## src/rtl/rv32i_types.sv

```systemverilog
// Shared RV32I core types: word/line widths plus the memory arbiter state
// encoding and grant select values.
package rv32i_types;

  typedef logic [31:0]  rv32i_word;
  typedef logic [255:0] rv32i_line;

  // Arbiter state encoding, kept as plain constants so older code that
  // compares against raw 2-bit values keeps working.
  typedef logic [1:0] arb_state_t;
  localparam arb_state_t IDLE    = 2'd0;
  localparam arb_state_t SERVE_I = 2'd1;
  localparam arb_state_t SERVE_D = 2'd2;

  // Grant select: which cache owns the memory port.
  localparam logic GRANT_I = 1'b0;
  localparam logic GRANT_D = 1'b1;

endpackage

```

## src/rtl/cache_arbiter_grant.sv

```systemverilog
// Grant selection between icache and dcache requests.
// Optional feature macro: CACHE_ARB_ROUND_ROBIN_EN (ties go to the side that
// was not served last). Without it, dcache always wins a tie.
module cache_arbiter_grant
  import rv32i_types::*;
(
  input  logic i_req,
  input  logic d_req,
`ifdef CACHE_ARB_ROUND_ROBIN_EN
  input  logic last_grant,
`endif
  output logic any_req,
  output logic grant_d
);

  // Pick the owner for a new transaction; only meaningful when any_req is set.
  always_comb begin
    any_req = i_req | d_req;
`ifdef CACHE_ARB_ROUND_ROBIN_EN
    // On a tie, favour icache only if dcache was the most recent owner.
    grant_d = d_req & (~i_req | (last_grant == GRANT_I));
`else
    // Fixed priority: any dcache request beats the icache.
    grant_d = d_req;
`endif
  end

endmodule

```

## src/rtl/cache_arbiter.sv

```systemverilog
// Arbiter for the single physical-memory port shared by the L1 icache and
// dcache. One 256-bit line transaction at a time; grant held until pmem_resp.
// Optional feature macro: CACHE_ARB_ROUND_ROBIN_EN (round-robin tie break
// using a last_grant register; otherwise fixed dcache priority).
module cache_arbiter
  import rv32i_types::*;
(
  input  logic         clk,
  input  logic         rst,
  input  logic         i_read,
  input  logic [31:0]  i_address,
  output logic [255:0] i_rdata,
  output logic         i_resp,
  input  logic         d_read,
  input  logic         d_write,
  input  logic [31:0]  d_address,
  input  logic [255:0] d_wdata,
  output logic [255:0] d_rdata,
  output logic         d_resp,
  output logic         pmem_read,
  output logic         pmem_write,
  output logic [31:0]  pmem_address,
  output logic [255:0] pmem_wdata,
  input  logic [255:0] pmem_rdata,
  input  logic         pmem_resp
);

  arb_state_t state_reg;
  arb_state_t state_next;
  rv32i_word  addr_reg;
  rv32i_line  wdata_reg;
  logic       write_reg;

  logic i_req;
  logic d_req;
  logic any_req;
  logic grant_d;
  logic grant_start;

`ifdef CACHE_ARB_ROUND_ROBIN_EN
  logic last_grant_reg;
`endif

  assign i_req = i_read;
  // A simultaneous read+write from the dcache is a writeback.
  assign d_req = d_read | d_write;

  cache_arbiter_grant u_grant (
    .i_req      (i_req),
    .d_req      (d_req),
`ifdef CACHE_ARB_ROUND_ROBIN_EN
    .last_grant (last_grant_reg),
`endif
    .any_req    (any_req),
    .grant_d    (grant_d)
  );

  // A new transaction can only begin from IDLE, which also guarantees one
  // idle cycle between back-to-back transactions.
  assign grant_start = (state_reg == IDLE) && any_req;

  // Next-state logic: grant from IDLE, return to IDLE on memory response.
  always_comb begin
    state_next = state_reg;
    case (state_reg)
      IDLE:    if (any_req) state_next = grant_d ? SERVE_D : SERVE_I;
      SERVE_I: if (pmem_resp) state_next = IDLE;
      SERVE_D: if (pmem_resp) state_next = IDLE;
      default: state_next = IDLE;
    endcase
  end

  // State and holding registers; the request is captured at the grant edge
  // so later changes on the request lines cannot disturb the transaction.
  always_ff @(posedge clk or posedge rst) begin
    if (rst) begin
      state_reg <= IDLE;
      addr_reg  <= '0;
      wdata_reg <= '0;
      write_reg <= 1'b0;
    end else begin
      state_reg <= state_next;
      if (grant_start) begin
        addr_reg  <= grant_d ? d_address : i_address;
        write_reg <= grant_d & d_write;
        if (grant_d) wdata_reg <= d_wdata;
      end
    end
  end

`ifdef CACHE_ARB_ROUND_ROBIN_EN
  // Remember the most recent owner so the next tie goes the other way.
  always_ff @(posedge clk or posedge rst) begin
    if (rst) begin
      last_grant_reg <= GRANT_D;
    end else if (grant_start) begin
      last_grant_reg <= grant_d;
    end
  end
`endif

  // Memory-side outputs decode directly from the state so an asynchronous
  // reset drops the strobes immediately.
  always_comb begin
    pmem_read    = (state_reg == SERVE_I) || ((state_reg == SERVE_D) && !write_reg);
    pmem_write   = (state_reg == SERVE_D) && write_reg;
    pmem_address = addr_reg;
    pmem_wdata   = wdata_reg;
  end

  // Response routing: data goes to both caches, only the owner sees resp.
  always_comb begin
    i_rdata = pmem_rdata;
    d_rdata = pmem_rdata;
    i_resp  = (state_reg == SERVE_I) && pmem_resp;
    d_resp  = (state_reg == SERVE_D) && pmem_resp;
  end

endmodule

```

## config.mk

```make
export PLATFORM = sky130hd
export DESIGN_NAME = cache_arbiter
export DESIGN_NICKNAME = d
export VERILOG_FILES = /design/src/rtl/rv32i_types.sv /design/src/rtl/cache_arbiter_grant.sv /design/src/rtl/cache_arbiter.sv
export SDC_FILE = /design/constraint.sdc
export NUM_CORES = 1
export LEC_CHECK = 0
export ABC_AREA = 1
export BUFFER_PORTS_ARGS = -buffer_cell sky130_fd_sc_hd__buf_2
export CAP_MARGIN = 5
export CORE_AREA = 3 3 533 535
export DETAILED_ROUTE_END_ITERATION = 6
export DIE_AREA = 0 0 536 538
export HOLD_SLACK_MARGIN = 0.1
export REMOVE_ABC_BUFFERS = 1
export SLEW_MARGIN = 20
export SYNTH_ARGS = -nofsm -noshare
export SYNTH_HDL_FRONTEND = slang
export SYNTH_SLANG_ARGS = --single-unit
```

## constraint.sdc

```tcl
create_clock -name clk -period 31.1 [get_ports clk]
set_clock_uncertainty 0.15 [all_clocks]
set_input_delay 9.33 -clock clk [delete_from_list [all_inputs] [get_ports clk]]
set_output_delay 9.33 -clock clk [all_outputs]
set_load 0.03 [all_outputs]
```

==> impl_metrics.env <==
export IMPL_detail_route_wirelength_um=345300
export IMPL_critical_path_endpoint_type="output port"
export IMPL_min_path_cells=2
export IMPL_final_layout_size_suffix_gt1_share_pct=35.48
export IMPL_timing_critical_path_from_type="input port"
export IMPL_worst_max_slew_pin_slew_ns=1.120
export IMPL_post_route_min_period_ns=19.58
export IMPL_result_of_the_run="finished clean"
export IMPL_timing_critical_path_arrival_ns=10.10
export IMPL_ctsHoldBuffers=0
export IMPL_dieArea_mm2=0.2884
export IMPL_powerDensity_mw_per_mm2=125.5
export IMPL_timing_critical_path_slowest_cell_delay_ns=0.24
export IMPL_post_route_util_pct=7.313
export IMPL_detail_route_wl_per_cell_um=60.26
export IMPL_crit_top_cell="buf_2"
export IMPL_post_drt_via_cell_ratio=2.680
export IMPL_initial_core_util_pct=5.496
export IMPL_antenna_violations_before_repair=212
export IMPL_worst_path_max_fanout=3
export IMPL_area_growth_synth_to_final_pct=33.07
export IMPL_first_global_vias=12230
export IMPL_worstPathCellList="buf_2, nand2_1, inv_1, buf_2"
export IMPL_clock_sinks=291
export IMPL_floorplan_die_height_um=538
export IMPL_yosysSeqAreaShare_pct=47.43
export IMPL_num_io_pins=1386
export IMPL_worstSetupPathType="input port to output port"
export IMPL_grt_overflow_total=0
export IMPL_place_detailed_hpwl_um=309000
export IMPL_min_path_type="flip-flop to flip-flop"
export IMPL_clk_root_buffer_cell="clkbuf_16"
export IMPL_hold_ws_ns=0.3224
export IMPL_timing_max_cap_violations=0
export IMPL_dieWidth_um=536
export IMPL_htreeDepth=2
export IMPL_tritoncts="yes"
export IMPL_ys_ff_latch=291
export IMPL_ys_warnings_count=0
export IMPL_report_final_setup_viol=0
export IMPL_netlist_area_mm2=0.01535
export IMPL_area_share_of_the_leading_cell_type_in_the_synthesized_netlist_pct=47.43
export IMPL_finalHoldViolations=0
export IMPL_cp_required_ns=21.62
export IMPL_postSynthAreaPerCell_um2=8.224
export IMPL_vdd_ir_drop_max_uv=47.30
export IMPL_post_route_period_util_pct=62.95
export IMPL_wire_length_of_the_first_global_routing_pass_um=371500
export IMPL_worst_skew_pair_late_latency_ns=0.64
export IMPL_drc_errors=0
export IMPL_total_leakage_power_nw=9.779
export IMPL_grt_start_max_net_pins=149
export IMPL_global_route_total_usage_across_every_layer_pct=23.06
export IMPL_max_freq_mhz=51.08
export IMPL_crit_reg2reg_launch="state_reg[0]"
export IMPL_floorplan_core_area_mm2=0.2794
export IMPL_routed_via_count=15360
export IMPL_postSynthCellCount=1867
export IMPL_postCtsSetupBuffers=0
export IMPL_port_buffer_count=617
export IMPL_report_final_slew_viol_count=0
export IMPL_largest_reg_flops=256
export IMPL_layout_commonest_cell="nand2_1"
export IMPL_cpMaxStageDelayCell="buf_2"
export IMPL_critical_hold_path_startpoint="pmem_wdata[53]"
export IMPL_worstRegToRegCells=8
export IMPL_grt_setup_unrepaired="false"
export IMPL_routability_congestion_estimate=0.9061
export IMPL_max_slew_margin_pct=25.36
export IMPL_nets=2541
export IMPL_rows=194
export IMPL_clkTransAtPathRegs_ns=0.06
export IMPL_numCtsBuffers=40
export IMPL_crit_path_start="pmem_resp"
export IMPL_post_synth_main_area_contributors="dfrtp_1, buf_4, nand2_1"
export IMPL_final_setup_tns_ns=0
export IMPL_final_cell_mix="nand2_1, buf_2, dfrtp_1"
export IMPL_drt_first_iter_violations=1563
export IMPL_initial_drt_pass_iterations=5
export IMPL_largest_area_contributor_in_the_synthesized_netlist="dfrtp_1"
export IMPL_clock_path_buffers=3
export IMPL_postCtsResizedCells=0
export IMPL_netlist_cell_type_count=15
export IMPL_ant_nets=0
stage by stage:
stage          setup WS [ns]  instance area [um^2]  cells  total power, mW
2_1_floorplan          12.06                 11070   1287            1.309
3_3_place_gp           11.41                 18930   5637            2.064
5_1_grt                11.47                 20400   5719            2.737
3_5_place_dp           11.42                 18930   5637            2.069
6_report               11.52                 20430   5730            2.563
4_1_cts                11.42                 20360   5710            2.608
cell families (layout without fill, tap and decap cells):
kind of cell | after synthesis | count (layout) | share of synthesized area, %
flip-flops | 291 | 291 | 47.43
AND/OR/NAND/NOR | 978 | 978 | 24.01
AO/OA/AOI/OAI | 2 | 2 | 0.08147
adder cells (fa/ha/maj) | 3 | 3 | 0.2445
other | 0 | 19 | 0
buffers and inverters | 593 | 713 | 28.23
Yosys cell counts (all sizes together):
library cell / n
nand2: 975
nand3: 1
clkbuf: 3
inv: 13
dfrtp: 291
o21bai: 1
o21ai: 1
buf: 577
ha: 3
nor2: 1
nand4: 1
final cells by class:
type	count	area [um^2]
Antenna cell	19	47.55
Sequential cell	291	7282
Tap cell	3724	4659
Timing Repair Buffer	627	3196
Inverter	13	63.81
Fill cell	32860	259000
Multi-Input combinational cell	983	3754
Clock buffer	48	1071
Clock inverter	25	359.1
path summary, 6_finish.rpt:
kind                       slack (ns)               to
setup / recovery                11.52           d_resp
max in group asynchronous       20.20  pmem_wdata[176]
hold reg to reg                  0.32   pmem_wdata[53]
min in group asynchronous        8.57  pmem_address[7]
setup reg to reg                27.12   pmem_wdata[66]
hold / removal                   0.32   pmem_wdata[53]
per-layer routing:
layer	vias up	GRT usage [%]	routed length (um)	part of all wire (%)
met3	646	31.96	101000	29
met1	6657	12.50	67000	19
met4	54	11.94	23720	6.9
li1	5294	-	-	-
met5	-	18.54	7344	2.1
met2	2705	35.10	146200	42
power breakdown:
part | leakage [nW] | internal [mW] | switching [mW]
registers | 3.56 | 0.564 | 0.0959
logic | 5.52 | 0.242 | 1.14
clock network | 0.695 | 0.301 | 0.217
worst max-delay path, delay by kind of cell:
family                 cells  cell delay (ns)
buffers and inverters      3             0.58
AND/OR/NAND/NOR            1             0.18
Power figures use the tool's default switching activity.
